## src/rtl/timer_count_sequencer.sv

```systemverilog
// Egg-timer datapath: 1 Hz prescaler, BCD mm:ss set/countdown, cntfin flag
// and finish-mode alarm blink, all driven by the controller's 3-bit mode code.
module timer_count_sequencer #(
    parameter int TICK_DIV    = 50000000,
    parameter int BLINK_TICKS = 1
) (
    input  logic       clk,
    input  logic       rst,
    input  logic [2:0] i_mode,
    input  logic       i_inc_key,
    output logic       o_tick,
    output logic [3:0] o_sec_ones,
    output logic [3:0] o_sec_tens,
    output logic [3:0] o_min_ones,
    output logic [3:0] o_min_tens,
    output logic       o_cntfin,
    output logic       o_alarm_led
);
    localparam int PW = (TICK_DIV > 1) ? $clog2(TICK_DIV) : 1;
    localparam int BW = (BLINK_TICKS > 1) ? $clog2(BLINK_TICKS) : 1;

    localparam logic [2:0] M_SETSEC = 3'd0;
    localparam logic [2:0] M_SETMIN = 3'd1;
    localparam logic [2:0] M_START  = 3'd3;
    localparam logic [2:0] M_FINISH = 3'd4;
    localparam logic [2:0] M_RESET  = 3'd5;

    logic [PW-1:0] r_presc;
    logic [BW-1:0] r_blink;
    logic [2:0]    r_mode_q;
    logic          r_inc_q;
    logic          r_tick;
    logic          r_cntfin;
    logic          r_alarm;
    logic [3:0]    r_so, r_st, r_mo, r_mt;
    logic [3:0]    w_so, w_st, w_mo, w_mt;

    logic w_entry_start, w_entry_fin, w_presc_clr, w_wrap, w_tick, w_inc_rise, w_zero;

    assign w_entry_start = (i_mode == M_START)  && (r_mode_q != M_START);
    assign w_entry_fin   = (i_mode == M_FINISH) && (r_mode_q != M_FINISH);
    assign w_presc_clr   = (i_mode == M_RESET) || w_entry_start;
    assign w_wrap        = (r_presc == PW'(TICK_DIV - 1));
    // Clearing on start entry also swallows a tick landing in that same cycle.
    assign w_tick        = w_wrap && !w_presc_clr;
    assign w_inc_rise    = i_inc_key && !r_inc_q;
    assign w_zero        = (r_so == 4'd0) && (r_st == 4'd0) && (r_mo == 4'd0) && (r_mt == 4'd0);

    always_comb begin
        w_so = r_so;
        w_st = r_st;
        w_mo = r_mo;
        w_mt = r_mt;
        case (i_mode)
            M_SETSEC: if (w_inc_rise) begin
                if (r_so == 4'd9) begin
                    w_so = 4'd0;
                    w_st = (r_st == 4'd5) ? 4'd0 : r_st + 4'd1;
                end else begin
                    w_so = r_so + 4'd1;
                end
            end
            M_SETMIN: if (w_inc_rise) begin
                if (r_mo == 4'd9) begin
                    w_mo = 4'd0;
                    w_mt = (r_mt == 4'd9) ? 4'd0 : r_mt + 4'd1;
                end else begin
                    w_mo = r_mo + 4'd1;
                end
            end
            // Countdown saturates at 00:00 rather than wrapping to 99:59.
            M_START: if (w_tick && !w_zero) begin
                if (r_so != 4'd0) begin
                    w_so = r_so - 4'd1;
                end else if (r_st != 4'd0) begin
                    w_so = 4'd9;
                    w_st = r_st - 4'd1;
                end else begin
                    w_so = 4'd9;
                    w_st = 4'd5;
                    if (r_mo != 4'd0) begin
                        w_mo = r_mo - 4'd1;
                    end else begin
                        w_mo = 4'd9;
                        w_mt = r_mt - 4'd1;
                    end
                end
            end
            M_RESET: begin
                w_so = 4'd0;
                w_st = 4'd0;
                w_mo = 4'd0;
                w_mt = 4'd0;
            end
            default: ;
        endcase
    end

    always_ff @(posedge clk) begin
        if (rst) begin
            r_presc  <= '0;
            r_blink  <= '0;
            r_mode_q <= 3'd0;
            r_inc_q  <= 1'b0;
            r_tick   <= 1'b0;
            r_cntfin <= 1'b0;
            r_alarm  <= 1'b0;
            r_so     <= 4'd0;
            r_st     <= 4'd0;
            r_mo     <= 4'd0;
            r_mt     <= 4'd0;
        end else begin
            r_mode_q <= (i_mode == M_RESET) ? 3'd0 : i_mode;
            r_presc  <= (w_presc_clr || w_wrap) ? '0 : r_presc + 1'b1;
            r_tick   <= w_tick;
            r_inc_q  <= i_inc_key;
            r_so     <= w_so;
            r_st     <= w_st;
            r_mo     <= w_mo;
            r_mt     <= w_mt;
            r_cntfin <= ((i_mode == M_START) || (i_mode == M_FINISH)) && w_zero;
            if (i_mode == M_FINISH) begin
                if (w_entry_fin) begin
                    r_blink <= '0;
                    r_alarm <= 1'b1;
                end else if (w_tick) begin
                    if (r_blink == BW'(BLINK_TICKS - 1)) begin
                        r_blink <= '0;
                        r_alarm <= !r_alarm;
                    end else begin
                        r_blink <= r_blink + 1'b1;
                    end
                end
            end else begin
                r_blink <= '0;
                r_alarm <= 1'b0;
            end
        end
    end

    assign o_tick      = r_tick;
    assign o_sec_ones  = r_so;
    assign o_sec_tens  = r_st;
    assign o_min_ones  = r_mo;
    assign o_min_tens  = r_mt;
    assign o_cntfin    = r_cntfin;
    assign o_alarm_led = r_alarm;
endmodule
```

## config.mk

```make
export PLATFORM = sky130hd
export DESIGN_NAME = timer_count_sequencer
export DESIGN_NICKNAME = d
export VERILOG_FILES = /design/src/rtl/timer_count_sequencer.sv
export SDC_FILE = /design/constraint.sdc
export NUM_CORES = 1
export LEC_CHECK = 0
export CORE_MARGIN = 4
export CORE_UTILIZATION = 58
export DETAILED_ROUTE_END_ITERATION = 12
export HOLD_SLACK_MARGIN = 0.12
export PLACE_DENSITY = 0.8
export SYNTH_ARGS = -nofsm -noshare
export SYNTH_HDL_FRONTEND = slang
export SYNTH_SLANG_ARGS = --single-unit
```

## constraint.sdc

```tcl
create_clock -name clk -period 2.8 [get_ports clk]
set_clock_uncertainty 0.1 [all_clocks]
set_input_delay 0.7 -clock clk [delete_from_list [all_inputs] [get_ports clk]]
set_output_delay 0.7 -clock clk [all_outputs]
set_load 0.01 [all_outputs]
```

# Yosys cells after proc, flatten, opt, wreduce, memory -nomap -nowiden
# Index checks and enable logic that the tools add are counted.
# word_totals
register_bits,50
inputBits,6
output_inout_bits,19
word_cells,109
# op_classes
add_sub_neg,10
n_eq_ne,20
mux,31
n_bitwise,1
reduce_logical,36
# op_table
operator,count
4-bit 2-to-1 mux,23
4-bit one-hot mux with 3 select lines,4
"26-bit by 1-bit adder with 26-bit output, second input constant",1
"26-bit equality test, second input constant",1
"4-bit by 1-bit adder with 4-bit output, second input constant",4
4-bit logical NOT,4
"4-bit by 1-bit subtractor with 4-bit output, second input constant",4
"2-bit inequality test, second input constant",7
"4-bit equality test, second input constant",3
4-bit nonzero test,3
5-bit AND reduction,2
1-bit logical AND,9
7-bit AND reduction,1
"3-bit equality test, second input constant",2
3-bit nonzero test,2
2-bit OR reduction,3
"4-bit by 3-bit equality test with 1-bit output, second input constant",1
1-bit logical NOT,4
1-bit 2-to-1 mux,4
"2-bit by 1-bit inequality test with 1-bit output, second input constant",2
"3-bit by 1-bit equality test with 1-bit output, second input constant",1
"3-bit by 2-bit equality test with 1-bit output, second input constant",1
3-bit logical NOT,1
1-bit logical OR,3
8 further kinds,8

# Longest topological paths before layout
# depth
word_depth,8
mapped_depth,8
depth_no_buf,7

# Least setup slack after synthesis
# No wires, ideal clock.
# synth_path
path_kind,input port to flip-flop
startpoint,in i_mode[1]
endpoint,"reg r_mt[0], in the netlist o_min_tens[0]"
setup_time_ns,0.121
t_arrival_ns,2.001
required_ns,2.579
slack_ns,0.579
cell_stages,6
path_cell_list,buf_2 > clkbuf_1 > o21bai_1 > a21oi_1 > o211ai_4 > mux2_2
# synth_between
elab_chain_len,8
elab_cells_between_ends,17
# synth_rtl
item,line_no,source
"start, declared",9,"input logic [2:0] i_mode,"
3-bit by 2-bit equality test with 1-bit output,"40, 54",
1-bit logical AND,40,assign w_entry_start = (i_mode == M_START) && (r_mode_q != M_START);
1-bit logical OR,42,assign w_presc_clr = (i_mode == M_RESET) || w_entry_start;
1-bit logical NOT,45,assign w_tick = w_wrap && !w_presc_clr;
1-bit logical AND,45,
1-bit logical AND,72,M_START: if (w_tick && !w_zero) begin
2-bit by 1-bit inequality test with 1-bit output (no line),--,
7-bit AND reduction (no line),--,
"end signal, assigned",120,r_mt <= w_mt;
"end, declared",35,"logic [3:0] r_so, r_st, r_mo, r_mt;"
# Parallel ways exist; a longest one is shown, timed or not.
# A chain may end at the register's enable or synchronous reset.

# Final worst setup path
# layout_path
startpoint,reg r_presc[0]
endpoint,"reg r_st[2], in the netlist o_sec_tens[2]"
# layout_between
elab_chain_len,5
# layout_rtl
item,line_no,source
"start, declared",28,logic [PW-1:0] r_presc;
"start signal, assigned",114,r_presc <= (w_presc_clr || w_wrap) ? '0 : r_presc + 1'b1;
26-bit equality test,43,assign w_wrap = (r_presc == PW'(TICK_DIV - 1));
1-bit logical AND,45,
1-bit logical AND,72,
2-bit by 1-bit inequality test with 1-bit output (no line),--,
5-bit AND reduction (no line),--,
"end signal, assigned",118,r_st <= w_st;
"end, declared",35,
# No other way between the ends.

==> metrics.cfg <==
[status]
status=finished, final reports clean

[routing]
via_per_inst=5.95
wl_per_cell_um=14.5
wl_met2_mm=3.27
via_count=2775
met1_length_mm=3.08
dr_wl_met3_um=297
finalWirelength_mm=6.77
drt_first_pass_iters=5
drcViolationCount=0
ant_nets=0
top_layer_used=met4
drtIter0Drc=140

[power]
p_per_area_nw_per_um2=424
power_w=0.00148
ir_drop_uv=296
power.leakage_nw=1.23

[clock_tree]
clock-root-buffer=clkbuf_8
insertion_delay_ns=0.30
clock-sinks=49
postCtsHoldBufs=0
clkSlewWorstSetupHoldPaths_ns=0.09
cts_tree=done
post_cts_resized=0
htree_levels=2
postCtsSetupRepairBufs=0
cts_buffers=5
clk_path_buf_depth=2

[finish]
layout.nets=409
n_antenna_cell=0
drive_gt1_share_pct=11.0
synthToLayoutAreaGrowth_pct=17.5

[global_routing]
grt_pass1_vias=2671
grt_first_pass_wirelength_mm=12.0
grt_start_max_net_pins=26
antenna_found_initial=0
grt_overflow_total=0
grt_usage_pct=23.1

[timing]
period_share_pct=88.3
fmaxAchievable_mhz=404
finalSetupTns_ns=0
post-route-min-period_ns=2.47
worstMarginPinSlew_ns=0.529
slew_headroom_pct=64.4
report.final.setup_viol=0
hold_viol_final=0
rsz0062_at_grt=no
slew_violations=0

[critical_path]
cp-start-kind=flip-flop
critPathRequiredTime_ns=2.89
path_class=flip-flop to flip-flop
endpoint_kind=flip-flop
critPathArrivalTime_ns=2.56
crit_path_max_fanout=9

[logic_synthesis]
synth_warnings=0
async_flop_share_pct=0
ys_seq_area_share_pct=33.1
synth_edf_count=0
synth_seq_cells=49
avgSynthCellArea_um2=8.00
synth_cell_types=61
synth_area_um2=2960
syn_nets=381
yosys_most_used_dff=dfxtp_1
postSynthCellCount=370

[floorplan]
start_util_pct=61.1
die_area_um2=6310
core_um2=4850
die_h_um=79.4
rows=25
die_x_um=79.4
pin_count=25

[flow_run]
cap_viol_max_count=0

[place]
gp_congestion=0.904
dp_hpwl_mm=4.97
io_buffers=24

[hold_path]
holdCritPathClass=flip-flop to flip-flop

[layout by cell type, fill, tap and decap left out, types with 3 or more instances in the layout]
| cell | instances |
|---|---|
| nor2b_1 | 6 |
| inv_1 | 6 |
| ha_1 | 5 |
| xor2_1 | 16 |
| buf_4 | 21 |
| o21a_1 | 4 |
| nand2_1 | 36 |
| a31oi_1 | 4 |
| nor2_1 | 42 |
| a211o_1 | 4 |
| nand3b_1 | 4 |
| nand4_1 | 15 |
| nor4_1 | 8 |
| a211oi_1 | 3 |
| clkbuf_8 | 5 |
| o211ai_1 | 8 |
| nand2b_1 | 6 |
| clkdlybuf4s50_1 | 24 |
| and3_1 | 9 |
| dfxtp_1 | 49 |
| a21oi_1 | 16 |
| nand3_1 | 17 |
| nor3_1 | 17 |
| xnor2_1 | 13 |
| o21ai_0 | 4 |
| mux2_2 | 3 |
| mux2i_1 | 6 |
[Yosys cell counts (2+ instances only)]
master	count	area share, %
mux2_2	3	1.1
o31ai_1	2	0.51
a31oi_1	4	0.85
a311oi_1	2	0.59
and3_1	9	1.9
o211ai_1	8	2.0
buf_1	2	0.25
xnor2_1	13	3.8
nor3_1	17	2.9
a211o_1	4	1.2
clkinv_1	2	0.25
o32ai_1	2	0.59
clkbuf_1	15	1.9
and3b_1	2	0.59
a21o_1	2	0.51
xor2_1	16	4.7
nor2_2	2	0.42
o21a_1	4	1.0
nand2_1	36	4.6
inv_1	6	0.76
a21oi_1	16	2.7
buf_2	8	1.4
nand3_1	17	2.9
nand3b_1	4	1.0
ha_1	5	2.1
nand2b_1	6	1.3
o21ai_0	4	0.68
nor2b_1	6	1.3
nand4_1	15	3.2
nor4_1	8	1.7
nor4_2	2	0.85
dfxtp_1	49	33
a41oi_1	2	0.59
a211oi_1	3	0.76
and2_1	2	0.42
nor2_1	42	5.3
mux2i_1	6	2.0
[worst max-delay path, cell delays in order, from the launching register on]
cell and delay, ns:
dfxtp_1 0.38, ha_1 0.27, nand4_4 0.17, nor4_2 0.42, and4_1 0.55, nor3_1 0.09, or3b_1 0.38
[final timing paths]
| path | to | cells after the start | slack (ns) | from |
|---|---|---|---|---|
| hold / removal | o_alarm_led$_SDFFE_PP0P_ | 1 | 0.33 | r_mode_q[2]$_SDFF_PP0_ |
| setup reg to reg | o_sec_tens[2]$_SDFFE_PP0P_ | 6 | 0.33 | r_presc[0]$_SDFF_PP0_ |
| hold reg to reg | o_alarm_led$_SDFFE_PP0P_ | 1 | 0.33 | r_mode_q[2]$_SDFF_PP0_ |
| setup / recovery | o_sec_tens[2]$_SDFFE_PP0P_ | 6 | 0.33 | r_presc[0]$_SDFF_PP0_ |
[registers in the layout, indices dropped and copies added, names as in the netlist]
signal	flops
r_presc	26
o_min_ones	4
o_min_tens	4
o_sec_ones	4
o_sec_tens	4
r_mode_q	3
o_alarm_led	1
o_cntfin	1
o_tick	1
r_inc_q	1
[routing by layer]
metal  global-route usage (%)  vias to the layer above
met3                     5.42                       14
met5                        0                        -
met2                     38.5                       75
li1                         -                     1393
met1                     29.1                     1293
met4                     7.90                        0
[stage by stage]
stage                     utilization [%]  hold slack (ns)  setup slack, ns  area [um^2]  std cells
after global routing                 71.8            0.352            0.129         3480        466
after CTS                            71.8            0.328            0.316         3480        466
after detailed placement             69.4            0.323           0.0469         3370        458
after global placement               69.4            0.311           0.0936         3370        458
final                                71.8            0.331            0.327         3480        466
after floorplan                         -            0.304            0.579         2960        370
[area by class of cell]
type | instances | area, um^2
Multi-Input combinational cell | 287 | 1830
Fill cell | 400 | 1370
Sequential cell | 49 | 981
Timing Repair Buffer | 47 | 438
Tap cell | 67 | 83.8
Clock buffer | 5 | 68.8
Clock inverter | 3 | 43.8
Inverter | 8 | 30.0
[cells by family after synthesis]
kind of cell,synth area share [%]
simple gates,31.7
compound gates,16.4
flops,33.1
buf+inv,4.90
xor+xnor,8.58
mux,3.17
fa+ha+maj,2.11
[where the power goes]
part	internal (W)	leakage (nW)	switching, W
registers	0.000712	0.397	0.0000249
logic	0.000103	0.775	0.000117
clock network	0.000268	0.0585	0.000249
(Power assumes the default switching activity.)
==> patch, RTL diff (same settings) <==
`TICK_DIV`: 50000000 -> 25000000.
--- a/src/rtl/timer_count_sequencer.sv
+++ b/src/rtl/timer_count_sequencer.sv
@@ -3,3 +3,3 @@
 module timer_count_sequencer #(
-    parameter int TICK_DIV    = 50000000,
+    parameter int TICK_DIV    = 25000000,
     parameter int BLINK_TICKS = 1
Behaviour: same outputs for any inputs over 10 cycles, from zero or initial values and one cycle with rst high; that may be too few to reach the edited logic, so the function may still have changed.
==> patch against the original RTL <==
Sequential share of layout area shrank 0.53 points. Cell area decreased by 0.18%. Setup slack got worse by 200 ps. Global-route usage rose by 1.4 points. Synthesized area down 1.9%. Sequential cell count down 1. Total power down 5.4%. Wire length up 10%. Highest routed layer unchanged.
==> patch: results (changes against the original RTL) <==
----------------------------------------------------
[Critical path]
  Worst path slowest cell ... or4b_2 (was and4_1)
  Largest fanout on the critical path ... 7 (was 9)
  Data arrival, critical path ... 2800 ps (was 2560 ps)
  Delay of the slowest cell on the worst path ... 690 ps (was 550 ps)

[Pwr]
  Static Leak ... 1.229 nW (was 1.231 nW)
  Peak supply drop ... 0.2814 mV (was 0.2957 mV)

[Place]
  Weighted congestion at the end of routability-driven global placement ... 0.9579 (was 0.9044)
  HPWL after DPL ... 5451 um (was 4972 um)
  Setup Slack @ Placement ... -142.7 ps (was 46.89 ps)

[Timing]
  Post-Route Setup TNS ... 0 ps (unchanged)
  Max-slew headroom ... 59.75% (was 64.40%)

[Final layout]
  Share of post-route cells with drive strength above 1 ... 12.14% (was 11.03%)
  Number of flip-flops under the largest register name ... 25 (was 26)
  Largest reg by FF count ... r_presc (unchanged)
  Layout fillers ... 381 (was 400)
  Number of antenna diodes ... 0 (unchanged)
  Post-layout nets ... 424 (was 409)

[CTS]
  Buffers inserted during post-CTS setup optimization ... 0 (unchanged)
  Clock edge transition at the registers on the reported setup and hold paths ... 90 ps (about the same)
  Clock latency at the later pin of the worst-skew pair ... 300 ps (about the same)
  Post-cts repair resize count ... 0 (unchanged)
  Max Root-Sink Buffers ... 2 (unchanged)
  Clock Tree Root ... clkbuf_8 (unchanged)

[Routing]
  Pre-antenna DRT Iters ... 5 (unchanged)
  Number of vias per cell ... 6.111 (was 5.955)
  Count of routing violations after the opening detailed-route iteration ... 288 (was 140)
  Count of nets left with antenna violations after detail routing ... 0 (unchanged)
  Routed wire length ... 7462 um (was 6769 um)

[Synthesis]
  Post-synthesis sequential area ratio ... 33.10% (was 33.14%)
  Async set-or-reset flop fraction in the synthesized netlist ... 0% (unchanged)
  Post-synth cell types ... 55 (was 61)
  Post-synth top cells ... dfxtp_1, nor2_1, nand2_1, clkbuf_1, xnor2_1 (was dfxtp_1, nor2_1, nand2_1, nand3_1, nor3_1)
  Most area-consuming cells after synthesis ... dfxtp_1, xnor2_1, nor2_1 (was dfxtp_1, nor2_1, xor2_1)
  Net count after synthesis ... 382 (was 381)

[GRT]
  First-pass GRT wire length ... 12160 um (was 11960 um)
  Largest net degree at the start of global routing ... 25 (was 26)
  Initial antenna violation count ... 0 (unchanged)
  Met3 usage in global routing ... 4.875% (was 5.418%)
  Number of global-route vias before repair ... 2624 (was 2671)
  Total routing resource utilization after global routing ... 24.52% (was 23.07%)
  Met2 demand-to-capacity share in global routing ... 37.86% (was 38.48%)
  Global-route met1 utilization ... 34.11% (was 29.07%)

[Outcome]
  Run status ... complete, no violations (unchanged)

----------------------------------------------------
[patch: per-stage QoR]
stage	instances	util (%)	area, sq um
after floorplan	370	-	2903
after global placement	472	70.88	3392
after detailed placement	472	70.88	3392
after CTS	479	72.58	3473
after global routing	479	72.58	3473
final	479	72.58	3473
[patch: final cells by class]
cell class / count / share of cell area [%]
clock buffer: 5 / 1.981
clock inverter: 2 / 0.3602
inverter: 17 / 1.837
multi-input combinational: 282 / 51.48
sequential: 48 / 27.67
tap: 67 / 2.414
timing repair buffer: 58 / 14.27
[patch: report_power, final]
group	total [W]	switching, W	internal, W
Sequential	0.000720	0.0000205	0.000699
Combinational	0.000272	0.000148	0.000124
Clock	0.000404	0.000235	0.000170
Total	0.00140	0.000403	0.000992
[patch: kinds of logic after synthesis]
kind of cell             share of synthesized area, %
multiplexers                                    2.845
buffers and inverters                           5.301
flip-flops                                      33.10
AND/OR/NAND/NOR                                 28.62
XOR/XNOR                                        8.448
AO/OA/AOI/OAI                                   19.10
adder cells (fa/ha/maj)                         2.586
[patch: layer usage]
| layer | part of all wire, % | routed length [um] |
|---|---|---|
| met3 | 8.6 | 640 |
| met4 | 1.6 | 119 |
| met2 | 45 | 3368 |
| met5 | 0 | 0 |
| met1 | 45 | 3334 |
[patch: worst max-delay path, delay by kind of cell]
kind | cells | cell delay (ps)
compound gates | 4 | 910
buf+inv | 1 | 500
simple gates | 1 | 690
[patch: path summary, 6_finish.rpt]
kind               startpoint             to  slack [ps]  cells past startpoint
setup reg to reg   r_presc[0]  o_sec_tens[1]         350                      6
setup / recovery    i_mode[1]  o_sec_tens[1]         120                      6
hold / removal    r_mode_q[2]    o_alarm_led         360                      1
hold reg to reg   r_mode_q[2]    o_alarm_led         360                      1
